### src/rtl/answer_judge.sv
// Answer judge for the quiz: collects two factor picks, compares them against the
// expected pair in either order, tracks hit points and per-question wrong count.
module answer_judge #(
  parameter int HP_INIT   = 3,
  parameter int WRONG_MAX = 3,
  parameter int SW        = 3
) (
  input  logic          CLK,
  input  logic          RST,
  input  logic          QUE_START,
  input  logic [SW-1:0] ANS_A,
  input  logic [SW-1:0] ANS_B,
  input  logic [SW-1:0] SEL,
  input  logic          DEC,
  input  logic          CLR,
  input  logic          ACK,
  input  logic          NEW_GAME,
  output logic          SLOT_OUT,
  output logic          OK_OUT,
  output logic [1:0]    JUDG_OUT,
  output logic [1:0]    WRONG_OUT,
  output logic [1:0]    HP_OUT
);

  typedef enum logic [2:0] {
    IDLE, SLOT0, SLOT1, JUDGE, RESULT, OVER
  } state_e;

  localparam logic [1:0] J_NONE  = 2'b00;
  localparam logic [1:0] J_RIGHT = 2'b01;
  localparam logic [1:0] J_WRONG = 2'b10;
  localparam logic [1:0] J_OVER  = 2'b11;
  localparam logic [1:0] HP_RST  = 2'(HP_INIT);
  localparam logic [1:0] WR_MAX  = 2'(WRONG_MAX);

  state_e        state_q, state_d;
  logic [SW-1:0] ans_a_q, ans_a_d, ans_b_q, ans_b_d;
  logic [SW-1:0] pick0_q, pick0_d, pick1_q, pick1_d;
  logic          slot_q, slot_d, ok_q, ok_d;
  logic [1:0]    judg_q, judg_d, wrong_q, wrong_d, hp_q, hp_d;
  logic          match;
  logic [1:0]    hp_dec;

  // Either-order match; A==B naturally needs both picks equal to it.
  assign match  = ((pick0_q == ans_a_q) && (pick1_q == ans_b_q)) ||
                  ((pick0_q == ans_b_q) && (pick1_q == ans_a_q));
  assign hp_dec = (hp_q == 2'd0) ? 2'd0 : hp_q - 2'd1;

  always_comb begin
    state_d = state_q;
    ans_a_d = ans_a_q;
    ans_b_d = ans_b_q;
    pick0_d = pick0_q;
    pick1_d = pick1_q;
    ok_d    = ok_q;
    judg_d  = judg_q;
    wrong_d = wrong_q;
    hp_d    = hp_q;
    unique case (state_q)
      IDLE: if (QUE_START) begin
        ans_a_d = ANS_A;
        ans_b_d = ANS_B;
        wrong_d = 2'd0;
        judg_d  = J_NONE;
        state_d = SLOT0;
      end
      SLOT0: if (!CLR && DEC) begin
        pick0_d = SEL;
        state_d = SLOT1;
      end
      SLOT1: begin
        if (CLR) begin
          pick0_d = '0;
          state_d = SLOT0;
        end else if (DEC) begin
          pick1_d = SEL;
          state_d = JUDGE;
        end
      end
      JUDGE: begin
        ok_d = 1'b1;
        if (match) begin
          judg_d  = J_RIGHT;
          state_d = RESULT;
        end else begin
          wrong_d = (wrong_q == 2'd3) ? 2'd3 : wrong_q + 2'd1;
          hp_d    = hp_dec;
          if (hp_dec == 2'd0) begin
            judg_d  = J_OVER;
            state_d = OVER;
          end else begin
            judg_d  = J_WRONG;
            state_d = RESULT;
          end
        end
      end
      RESULT: if (ACK) begin
        ok_d   = 1'b0;
        judg_d = J_NONE;
        if (judg_q == J_WRONG && wrong_q < WR_MAX) begin
          pick0_d = '0;
          pick1_d = '0;
          state_d = SLOT0;
        end else begin
          state_d = IDLE;
        end
      end
      OVER: if (NEW_GAME) begin
        hp_d    = HP_RST;
        wrong_d = 2'd0;
        judg_d  = J_NONE;
        ok_d    = 1'b0;
        state_d = IDLE;
      end
      default: state_d = IDLE;
    endcase
    slot_d = (state_d == SLOT1);
  end

  always_ff @(posedge CLK) begin
    if (RST) begin
      state_q <= IDLE;
      ans_a_q <= '0;
      ans_b_q <= '0;
      pick0_q <= '0;
      pick1_q <= '0;
      slot_q  <= 1'b0;
      ok_q    <= 1'b0;
      judg_q  <= J_NONE;
      wrong_q <= 2'd0;
      hp_q    <= HP_RST;
    end else begin
      state_q <= state_d;
      ans_a_q <= ans_a_d;
      ans_b_q <= ans_b_d;
      pick0_q <= pick0_d;
      pick1_q <= pick1_d;
      slot_q  <= slot_d;
      ok_q    <= ok_d;
      judg_q  <= judg_d;
      wrong_q <= wrong_d;
      hp_q    <= hp_d;
    end
  end

  assign SLOT_OUT  = slot_q;
  assign OK_OUT    = ok_q;
  assign JUDG_OUT  = judg_q;
  assign WRONG_OUT = wrong_q;
  assign HP_OUT    = hp_q;

endmodule

### config.mk
export PLATFORM = sky130hd
export DESIGN_NAME = answer_judge
export DESIGN_NICKNAME = d
export VERILOG_FILES = /design/src/rtl/answer_judge.sv
export SDC_FILE = /design/constraint.sdc
export NUM_CORES = 1
export LEC_CHECK = 0
export BUFFER_PORTS_ARGS = -buffer_cell sky130_fd_sc_hd__buf_4
export CAP_MARGIN = 10
export CORE_UTILIZATION = 48
export DETAILED_ROUTE_END_ITERATION = 12
export PLACE_DENSITY = 0.7
export SYNTH_ARGS = -nofsm -noshare
export SYNTH_HDL_FRONTEND = slang
export SYNTH_SLANG_ARGS = --single-unit
### constraint.sdc
create_clock -name CLK -period 1.4 [get_ports CLK]
set_input_delay 0.14 -clock CLK [delete_from_list [all_inputs] [get_ports CLK]]
set_output_delay 0.14 -clock CLK [all_outputs]
set_load 0.03 [all_outputs]
; ---- Word level (Yosys, flattened, before mapping)
; Index checks and enable logic that the tools add are counted.
[word_totals]
reg_bits = 23
[op_classes]
addsub = 2
n_lt_le_gt_ge = 1
n_eq_ne = 21
mux = 34
reduce_logical = 22
[ops]
columns = operator, n
row1 = $mux 3, 12
row2 = $mux 2, 9
row3 = $ne 2x2->1 const B, 9
row4 = $pmux 3 s6, 1
row5 = $eq 3x3->1, 4
row6 = $reduce_and 5->1, 2
row7 = $eq 3x2->1 const B, 3
row8 = $pmux 3 s3, 1
row9 = $reduce_bool 3->1, 3
row10 = $pmux 2 s4, 1
row11 = $reduce_and 4->1, 2
row12 = $eq 3x3->1 const B, 2
row13 = $mux 1, 6
row14 = $pmux 2 s3, 1
row15 = $pmux 3 s2, 1
row16 = $reduce_and 3->1, 2
row17 = $eq 2x2->1 const B, 2
row18 = $logic_and 1x1->1, 4
row19 = $logic_not 2->1, 2
row20 = $pmux 2 s2, 1
row21 = $reduce_bool 2->1, 2
row22 = $reduce_bool 4->1, 1
row23 = $eq 3x1->1 const B, 1
row24 = $logic_not 3->1, 1
row25 = other kinds (7), 7

; ---- Depth between registers and ports, before layout
; Gate-level depths: netlist of the first run.
[logic_depth]
word_depth = 7
depth_mapped = 6
depth_no_buf = 5

; ---- Least setup slack after synthesis of the first run
; OpenSTA, ideal clock, no wires.
[synth_path]
path_type = reg2reg
start = reg judg_q[1] (netlist: JUDG_OUT[1])
end = reg pick0_q[0]
arrival_time_ns = 1.408
t_required_ns = 1.328
path_slack_ns = -0.080
path_stages_with_launch = 6
path_buffers = 0
path_cell_list = dfxtp_1 > nand2_1 > a2111oi_2 > a21oi_1 > o21ai_2 > mux2i_1
[synth_via]
elab_chain_cells = 4
[synth_rtl]
columns = element, line
row1 = start: declaration, 40  ; logic [1:0] judg_q, judg_d, wrong_q, wrong_d, hp_q, hp_d;
row2 = start signal: assignment, 140  ; judg_q <= judg_d;
row3 = $eq 2x2->1, 100  ; if (judg_q == J_WRONG && wrong_q < WR_MAX) begin
row4 = $logic_and 1x1->1, 100
row5 = $ne 2x2->1 (no source line), n/a
row6 = $reduce_and 5->1 (no source line), n/a
row7 = end signal: assignment, 136  ; pick0_q <= pick0_d;
row8 = end: declaration, 38  ; logic [SW-1:0] pick0_q, pick0_d, pick1_q, pick1_d;
; No other way between the ends.
; A chain may end at the register's enable or synchronous reset.

; ---- Worst setup path in the final report of the first run
[layout_path]
start = reg ans_a_q[1]
end = reg state_q[0]
[layout_via]
elab_chain_cells = 5
word_cells_on_any_way = 7
cone_classes = 2 x eq/ne / 2 x mux / 3 x reduce/logical
[layout_rtl]
columns = element, line
row1 = start: declaration, 37  ; logic [SW-1:0] ans_a_q, ans_a_d, ans_b_q, ans_b_d;
row2 = start signal: assignment, 134  ; ans_a_q <= ans_a_d;
row3 = "$eq 3x3->1, on equally long branches", "45, 46"
row4 = "$logic_and 1x1->1, on equally long branches", "45, 46"
row5 = $logic_or 1x1->1 *, 45  ; assign match = ((pick0_q == ans_a_q) && (pick1_q == ans_b_q)) ||
row6 = $mux 1 *, 82  ; if (match) begin
row7 = $pmux 3 s6 *, 59  ; unique case (state_q)
row8 = end signal: assignment, 133  ; state_q <= state_d;
row9 = end: declaration, 36  ; state_e state_q, state_d;
; Every way passes the cells marked *; elsewhere a longest branch is shown, timed or not.

==> impl_metrics.yaml, run 1 <==
global_routing:
  grt_max_degree: 26
  grt_pass1_vias: 1168
  grt_pass1_wl_mm: 5.07
  antenna_found_initial: 0
  grtUsageTotal_pct: 25.0
  grt_overflow: 0
placed_design:
  portBuffers: 23
  place_area_mm2: 0.00161
  gp_congestion: 0.851
  dp_hpwl_mm: 2.32
  dp.cells: 213
  post-place-ws_ps: -186
drt:
  avgRoutedWirePerCell_um: 15.1
  postRouteAntennaNets: 0
  drcViolationCount: 0
  vias: 1255
  first_pass_iters: 4
  drtIter0Drc: 39
  totalWireLength_mm: 3.34
  viasPerCell: 5.65
timing:
  fmax_ghz: 0.649
  period_minus_slack_ps: 1540
  period_share_pct: 110
  final-setup-viol-count: 11
  tightest_slew_ps: 331
  final-hold-violation-count: 0
  relSlewSlack_pct: 77.9
  rsz0062_at_grt: "true"
  fin_skew_ps: 9.70
  finalSetupTns_ps: -717
  drv_slew: 0
  setup_slack_ps: -140
synth:
  yosys_most_used_dff: "dfxtp_1"
  yosys.cell_count.top_type: "dfxtp_1"
  avgSynthCellArea_um2: 8.69
  synthDistinctLibCells: 39
  yosys_warnings: 0
  synth_area_leaders: "dfxtp_1 (37%), xor2_1 (8.3%), mux2i_1 (7.9%)"
  async_reset_ff_share_pct: 0
  netlist_area_mm2: 0.00126
  ys_ff_latch: 23
  syn_inst: 145
  synthAdderAreaFrac_pct: 0
  synth_xor_area_share_pct: 8.34
  netlist_top_cells_count: "dfxtp_1 (23), nor2_1 (19), xor2_1 (12)"
  yosys.area_share.simple_pct: 24.6
  synth_top_cell_area_share_pct: 36.5
  synth_nets: 161
  synth_top_family_by_area: "simple AND/OR/NAND/NOR gates"
  synth_mux_area_share_pct: 7.94
  synth_compound_area_share_pct: 19.7
  synth_edf_count: 0
  synth.yosys.seq_area_share_pct: 36.5
  synth_top_cell_by_area: "dfxtp_1"
floorplanning:
  io_pins: 24
  die_h_um: 53.2
  coreArea_mm2: 0.00248
  die_w_um: 53.2
  std_cell_rows: 18
  initial_utilization_pct: 50.9
  die_area_mm2: 0.00283
clock_network:
  clk_pin_slew_ps: 130
  max-clock-path-buffers: 2
  cts_sinks: 23
  htreeDepth: 1
  clock_latency_ps: 320
  numCtsBuffers: 3
  cts_hold_buf: 0
  cts_tree: "yes"
  root_buffer: "clkbuf_4"
outcome:
  violations: "negative setup slack"
  status: "finished with violations"
worst_setup_path:
  reg2reg_slack_ps: -140
  required_ps: 1630
  critPathKind: "flip-flop to flip-flop"
  arrival_ps: 1770
  startpoint_type: "flip-flop"
  cp-end-kind: "flip-flop"
  worst-path-max-fanout: 6
run:
  cap_violations: 0
power:
  power_density_mw_per_mm2: 796
  max-vdd-ir-drop_uv: 745
  p_leak_nw: 0.778
final_layout:
  final_layout_size_suffix_gt1_share_pct: 49.0
  syn_to_final_growth_pct: 45.8
  final_util_pct: 74.1
  final_cells: 222
  final_cell_area_mm2: 0.00184
  diodes: 0
  finalNetCount: 209
min_path:
  hold_path.class: "input pin to flip-flop"
sequential cells by signal (all words and copies together) (netlist names), 2 cells and up:
name	cells
ans_b_q	3
pick0_q	3
state_q	3
JUDG_OUT	2
ans_a_q	3
HP_OUT	2
WRONG_OUT	2
pick1_q	3
path summary, 6_finish.rpt:
kind,startpoint,to,depth (start not counted)
min,CLR,state_q[1],2
max,ans_a_q[1],state_q[0],6
max reg2reg,ans_a_q[1],state_q[0],6
min reg2reg,OK_OUT,OK_OUT,2
critical path: stages, from the launching register on:
cell and delay (ps):
dfxtp_2 360, buf_6 130, xor2_4 150, nor4_4 300
a22oi_2 140, nor3b_2 200, o21a_1 170
layout make-up:
class                           instances  area (µm²)
Inverter                                3        11.3
Tap cell                               30        37.5
Clock buffer                            4        26.3
Fill cell                             176         641
Multi-Input combinational cell        113         887
Sequential cell                        23         492
Timing Repair Buffer                   49         383
per-stage QoR:
| stage | power (W) | hold WS (ps) |
|---|---|---|
| 2_1_floorplan | 0.000951 | 219 |
| 3_3_place_gp | 0.00108 | 344 |
| 3_5_place_dp | 0.00109 | 346 |
| 4_1_cts | 0.00143 | 0.657 |
| 5_1_grt | 0.00153 | 9.83 |
| 6_report | 0.00146 | 11.3 |
power breakdown:
group,internal (W),switching (W),leakage (nW)
sequential,0.000685,0.0000427,0.196
clock,0.000111,0.000205,0.0150
combinational,0.000215,0.000203,0.567
layout by cell type, fill, tap and decap left out, types with 2 or more instances in the layout:
cell type and count:
a21oi_1 7, nand3_1 4, buf_4 45, mux2i_1 10
o21ai_0 4, nor2b_1 3, a21oi_2 2, nor2_1 18
clkbuf_4 3, a22oi_1 5, buf_6 4, nand2b_1 6
nand2_1 7, xor2_1 11, a2111oi_4 2, inv_1 3
dfxtp_2 13, and3_1 2, dfxtp_1 6, dfxtp_4 4
nand3_2 2
logic make-up after synthesis:
kind of cell	Yosys count
simple gates	57
xor+xnor	12
mux	10
flops	23
buf+inv	9
compound gates	34
metal layers:
layer	vias to the layer above	GRT usage (%)	share of wire (%)
met5	-	0	0
met3	11	3.74	2.8
li1	604	-	-
met2	31	45.2	53
met1	609	28.2	41
met4	0	11.8	2.8
timing repair:
action                     4_1_cts  5_1_grt
gates resized for setup         33       12
buffers inserted                 1        4
pin swaps                       10       14
setup endpoints to repair       14       13
Note: power is estimated with default switching activity, not from simulation.
==> run 2: changes to the inputs <==
--- a/config.mk
+++ b/config.mk
@@ -5,11 +5,14 @@
 export SDC_FILE = /design/constraint.sdc
 export NUM_CORES = 1
 export LEC_CHECK = 0
+export ABC_CLOCK_PERIOD_IN_PS = 1400
 export BUFFER_PORTS_ARGS = -buffer_cell sky130_fd_sc_hd__buf_4
 export CAP_MARGIN = 10
-export CORE_UTILIZATION = 48
+export CELL_PAD_IN_SITES_DETAIL_PLACEMENT = 1
+export CELL_PAD_IN_SITES_GLOBAL_PLACEMENT = 2
+export CORE_UTILIZATION = 29
 export DETAILED_ROUTE_END_ITERATION = 12
-export PLACE_DENSITY = 0.7
+export PLACE_DENSITY = 0.71
 export SYNTH_ARGS = -nofsm -noshare
 export SYNTH_HDL_FRONTEND = slang
 export SYNTH_SLANG_ARGS = --single-unit
==> run 2 against run 1 <==
- the flow still finishes with violations (negative setup slack)
- core utilization shrank 27 points
- cell count grew 12%
- highest routed layer unchanged
- combinational power is essentially flat
- worst setup slack improved by 29 ps
- wire length grew 22%
- sequential power is 0.5% lower
- cell area grew 5.1%
==> impl_metrics.yaml, run 2 (synthesis results as in run 1) <==
clock_network:
  clk_pin_slew_ps: 90
  numCtsBuffers: 3
  htreeDepth: 1
  cts_sinks: 23
  max-clock-path-buffers: 2
  cts_hold_buf: 0
  root_buffer: "clkbuf_8"
  cts_tree: "yes"
  clock_latency_ps: 270
placed_design:
  dp.cells: 239
  post-place-ws_ps: -294
  portBuffers: 23
  gp_congestion: 0.836
  dp_hpwl_mm: 3.06
timing:
  drv_slew: 0
  setup_slack_ps: -111
  fin_skew_ps: 7.32
  period_minus_slack_ps: 1510
  finalSetupTns_ps: -476
  rsz0062_at_grt: "true"
  final-setup-viol-count: 8
  relSlewSlack_pct: 73.4
  fmax_ghz: 0.662
  period_share_pct: 108
  final-hold-violation-count: 0
  tightest_slew_ps: 399
power:
  p_leak_nw: 0.818
  total_power_w: 0.00156
  p_seq_share_pct: 46.4
  switchingPower_w: 0.000465
  power_frac_comb_pct: 26.7
  power_frac_clock_pct: 26.9
  p_int_w: 0.00109
  power_density_mw_per_mm2: 808
  max-vdd-ir-drop_uv: 512
  netSwitchingFraction_pct: 29.8
worst_setup_path:
  cp-endpoint: "WRONG_OUT[0]"
  path_cells: "xor2_1 > nor4_2 > a22oi_2 > a31o_1 > a211oi_2"
  cp-end-kind: "flip-flop"
  rr_endpoint: "WRONG_OUT[0]"
  arrival_ps: 1700
  reg2reg_slack_ps: -110
  crit_start: "pick1_q[0]"
  slowest_delay_ps: 360
  worst-path-max-fanout: 6
  r2r_cells: 5
  required_ps: 1590
  startpoint_type: "flip-flop"
  critPathKind: "flip-flop to flip-flop"
  r2r_start: "pick1_q[0]"
  slowest_stage: "nor4_2"
drt:
  viasPerCell: 5.05
  totalWireLength_mm: 4.08
  vias: 1252
  avgRoutedWirePerCell_um: 16.5
  drcViolationCount: 0
  drtIter0Drc: 44
  postRouteAntennaNets: 0
  first_pass_iters: 6
global_routing:
  grt_max_degree: 26
  grt_pass1_vias: 1334
  grtUsageTotal_pct: 19.0
  antenna_found_initial: 0
  grt_pass1_wl_mm: 6.40
  grt_overflow: 0
floorplanning:
  coreArea_mm2: 0.00409
  io_pins: 24
  std_cell_rows: 23
  die_h_um: 67.9
  die_w_um: 67.9
  initial_utilization_pct: 30.8
  die_area_mm2: 0.00461
final_layout:
  final_layout_size_suffix_gt1_share_pct: 50.5
  finalNetCount: 215
  final_cell_mix: "buf_4 (51), nor2_1 (18), xor2_1 (12)"
  final_util_pct: 47.2
  final_cells: 248
  layout_commonest_cell: "buf_4"
  diodes: 0
  syn_to_final_growth_pct: 53.2
outcome:
  status: "finished with violations"
  violations: "negative setup slack"
run:
  cap_violations: 0
min_path:
  hold_path.class: "input pin to flip-flop"
run 2: cell count changes in the layout (fill, tap and decap cells not counted), moves of 2 or more:
| cell | delta |
|---|---|
| buf_4 | +6 |
| dfxtp_1 | +5 |
| clkbuf_4 | -3 |
| clkbuf_8 | +3 |
| dfxtp_2 | -3 |
| a22oi_1 | -2 |
| a22oi_2 | +2 |
| dfxtp_4 | -2 |
| nand2b_1 | -2 |
| nand2b_4 | +2 |
| nand3_2 | -2 |
run 2: power groups by stage:
stage	sequential, W	combinational [W]	clock, W
after CTS	0.000723	0.000402	0.000429
after floorplan	0.000739	0.000212	0
final	0.000724	0.000416	0.000419
after global placement	0.000732	0.000365	0
after global routing	0.000728	0.000452	0.000462
after detailed placement	0.000735	0.000376	0
run 2: per-layer routing:
layer | share of wire, % | GRT usage [%] | up-vias
met5 | 0 | 0 | -
met3 | 2.4 | 2.50 | 5
met4 | 0.83 | 5.73 | 0
met2 | 55 | 36.8 | 20
li1 | - | - | 620
met1 | 42 | 21.3 | 607
run 2: how the worst min path moves through the flow:
stage	startpoint	to	cells past startpoint
floorplan	CLR	state_q[1]	1
global placement	CLR	state_q[1]	2
detailed placement	CLR	state_q[1]	2
CTS	CLR	state_q[1]	2
global route	CLR	state_q[1]	2
finish	CLR	state_q[1]	2
run 2: repair_timing:
item | CTS | global route
resized for setup | 35 | 10
setup endpoints to repair | 20 | 20
hold endpoints to repair | 0 | 0
setup buffers | 3 | 2
pin swaps | 14 | 10
run 2: area by class of cell:
cell class | count | area [µm²]
Fill cell | 490 | 2160
Multi-Input combinational cell | 113 | 903
Sequential cell | 23 | 480
Timing Repair Buffer | 55 | 428
Tap cell | 50 | 62.6
Clock buffer | 4 | 45.0
Inverter | 3 | 11.3
run 2: per-stage QoR:
step	hold slack, ps	instance area, µm²
CTS	78.6	1870
global route	82.4	1930
floorplan	219	1260
finish	91.5	1930
global placement	338	1680
detailed placement	348	1680
run 2: critical path, delay by kind of cell (launching register included):
family / cells / cell delay (ps)
AOI/OAI and AO/OA: 3 / 570
and+or+nand+nor: 1 / 360
DFF: 1 / 350
xor gates and xnor gates: 1 / 160
==> run 3: changes to the inputs <==
==> config.mk (replaced) <==
export PLATFORM = sky130hd
export DESIGN_NAME = answer_judge
export DESIGN_NICKNAME = d
export VERILOG_FILES = /design/src/rtl/answer_judge.sv
export SDC_FILE = /design/constraint.sdc
export NUM_CORES = 1
export LEC_CHECK = 0
export ABC_CLOCK_PERIOD_IN_PS = 1740
export BUFFER_PORTS_ARGS = -buffer_cell sky130_fd_sc_hd__buf_4
export CAP_MARGIN = 10
export CELL_PAD_IN_SITES_DETAIL_PLACEMENT = 1
export CELL_PAD_IN_SITES_GLOBAL_PLACEMENT = 2
export CORE_UTILIZATION = 34
export DETAILED_ROUTE_END_ITERATION = 12
export PLACE_DENSITY = 0.79
export SYNTH_ARGS = -nofsm -noshare
export SYNTH_HDL_FRONTEND = slang
export SYNTH_SLANG_ARGS = --single-unit
==> constraint.sdc (replaced) <==
create_clock -name CLK -period 1.74 [get_ports CLK]
set_input_delay 0.174 -clock CLK [delete_from_list [all_inputs] [get_ports CLK]]
set_output_delay 0.174 -clock CLK [all_outputs]
set_load 0.03 [all_outputs]
==> run 3 against run 2 <==
- the run now ends clean
- clock skew is 3.6 ps lower
- global-route usage shrank 1.5 points
- sequential share of layout area rose by 4.2 points
- sequential power fell by 19%
- total power is 23% lower
- die area down 14%
==> impl_metrics.yaml, run 3 (synthesis results as in run 1) <==
placed_design:
  portBuffers: 23
  dp_hpwl_mm: 2.47
  gp_congestion: 0.764
timing:
  finalSetupTns_ps: 0
  fmax_ghz: 0.624
  final-setup-viol-count: 0
  period_share_pct: 92.1
  fin_skew_ps: 3.73
  final-hold-violation-count: 0
  rsz0062_at_grt: "false"
  tightest_slew_ps: 457
  relSlewSlack_pct: 69.5
  period_minus_slack_ps: 1600
  drv_slew: 0
power:
  p_int_w: 0.000837
  p_leak_nw: 0.671
  power_density_mw_per_mm2: 754
  power_frac_comb_pct: 22.5
  netSwitchingFraction_pct: 30.0
  total_power_w: 0.00120
  p_seq_share_pct: 48.9
  switchingPower_w: 0.000359
  power_frac_clock_pct: 28.6
  max-vdd-ir-drop_uv: 533
clock_network:
  cts_tree: "yes"
  clk_pin_slew_ps: 90
  max-clock-path-buffers: 2
  numCtsBuffers: 3
  htreeDepth: 1
  clock_latency_ps: 270
  root_buffer: "clkbuf_8"
  cts_sinks: 23
  cts_hold_buf: 0
  post-cts-setup-buffers: 0
floorplanning:
  coreArea_mm2: 0.00344
  std_cell_rows: 21
  die_w_um: 62.9
  die_h_um: 62.9
  initial_utilization_pct: 36.6
  io_pins: 24
  die_area_mm2: 0.00395
worst_setup_path:
  startpoint_type: "flip-flop"
  slowest_delay_ps: 410
  path_buf_inv: 0
  cp-end-kind: "flip-flop"
  slowest_stage: "dfxtp_1"
  worst-path-max-fanout: 6
  path_cells: "nand2b_1 > a2111oi_4 > a21oi_1 > o21ai_2 > mux2i_1"
  cpLargestDelayFamily: "compound AO/OA/AOI/OAI gates"
  required_ps: 1940
  arrival_ps: 1800
  critPathKind: "flip-flop to flip-flop"
final_layout:
  syn_to_final_growth_pct: 25.8
  finalNetCount: 189
  layout_commonest_cell: "buf_4"
  final_cell_mix: "buf_4 (29), dfxtp_1 (23), nor2_1 (19)"
  diodes: 0
  final_layout_size_suffix_gt1_share_pct: 25.6
  final_util_pct: 46.1
  nFillCells: 429
drt:
  postRouteAntennaNets: 0
  totalWireLength_mm: 3.27
  first_pass_iters: 4
  vias: 1153
  viasPerCell: 5.29
  drcViolationCount: 0
  drtIter0Drc: 55
  avgRoutedWirePerCell_um: 15.0
min_path:
  hold_path.class: "input pin to flip-flop"
outcome:
  status: "finished clean"
global_routing:
  grtUsageTotal_pct: 17.5
  antenna_found_initial: 0
  grt_max_degree: 26
  grt_pass1_wl_mm: 5.43
  grt_pass1_vias: 1191
  grt_overflow: 0
run:
  cap_violations: 0
==> run 3: cell types whose count changed in the layout (fill, tap and decap cells not counted), sizes merged <==
cell	change
buf	-26
clkbuf	-1
clkinv	+1
==> run 3: cell type report <==
| class | instances | area, µm² | share of cell area, % |
|---|---|---|---|
| clock buffer | 3 | 41.3 | 2.60 |
| clock inverter | 1 | 5.00 | 0.316 |
| inverter | 3 | 11.3 | 0.710 |
| multi-input combinational | 113 | 792 | 50.0 |
| sequential | 23 | 460 | 29.0 |
| tap | 46 | 57.6 | 3.63 |
| timing repair buffer | 29 | 218 | 13.7 |
==> run 3: final timing paths <==
kind                    from         end  slack (ps)  cells past startpoint
setup reg to reg  state_q[2]  pick0_q[1]         140                      5
hold / removal           CLR  state_q[1]          90                      2
setup / recovery  state_q[2]  pick0_q[1]         140                      5
hold reg to reg   pick0_q[0]  pick0_q[0]         520                      2
==> run 3: repair_timing <==
item / in CTS / in global routing
hold endpoints to repair: 0 / 0
gates resized for setup: 0 / 4
endpoints found under the setup margin: 0 / 3
==> run 3: metal layers <==
metal | GRT usage, % | vias up | part of all wire (%)
met1 | 19.8 | 561 | 42
met4 | 2.62 | 0 | 0.58
li1 | - | 567 | -
met2 | 33.3 | 20 | 54
met5 | 0 | - | 0
met3 | 4.01 | 5 | 2.9
==> run 3: power by group through the flow <==
stage	Sequential, W	Clock (W)	Combinational [W]
2_1_floorplan	0.000594	0	0.000171
4_1_cts	0.000583	0.000351	0.000263
3_5_place_dp	0.000596	0	0.000260
3_3_place_gp	0.000594	0	0.000253
6_report	0.000585	0.000342	0.000268
5_1_grt	0.000588	0.000376	0.000301
==> run 3: per-stage QoR <==
step | hold slack (ps) | cells | area [µm²] | worst slack (ps)
2_1_floorplan | 253 | 145 | 1260 | 260
3_3_place_gp | 374 | 214 | 1510 | 113
3_5_place_dp | 377 | 214 | 1510 | 164
4_1_cts | 84.8 | 218 | 1560 | 115
5_1_grt | 91.1 | 218 | 1590 | 0.314
6_report | 89.2 | 218 | 1590 | 138
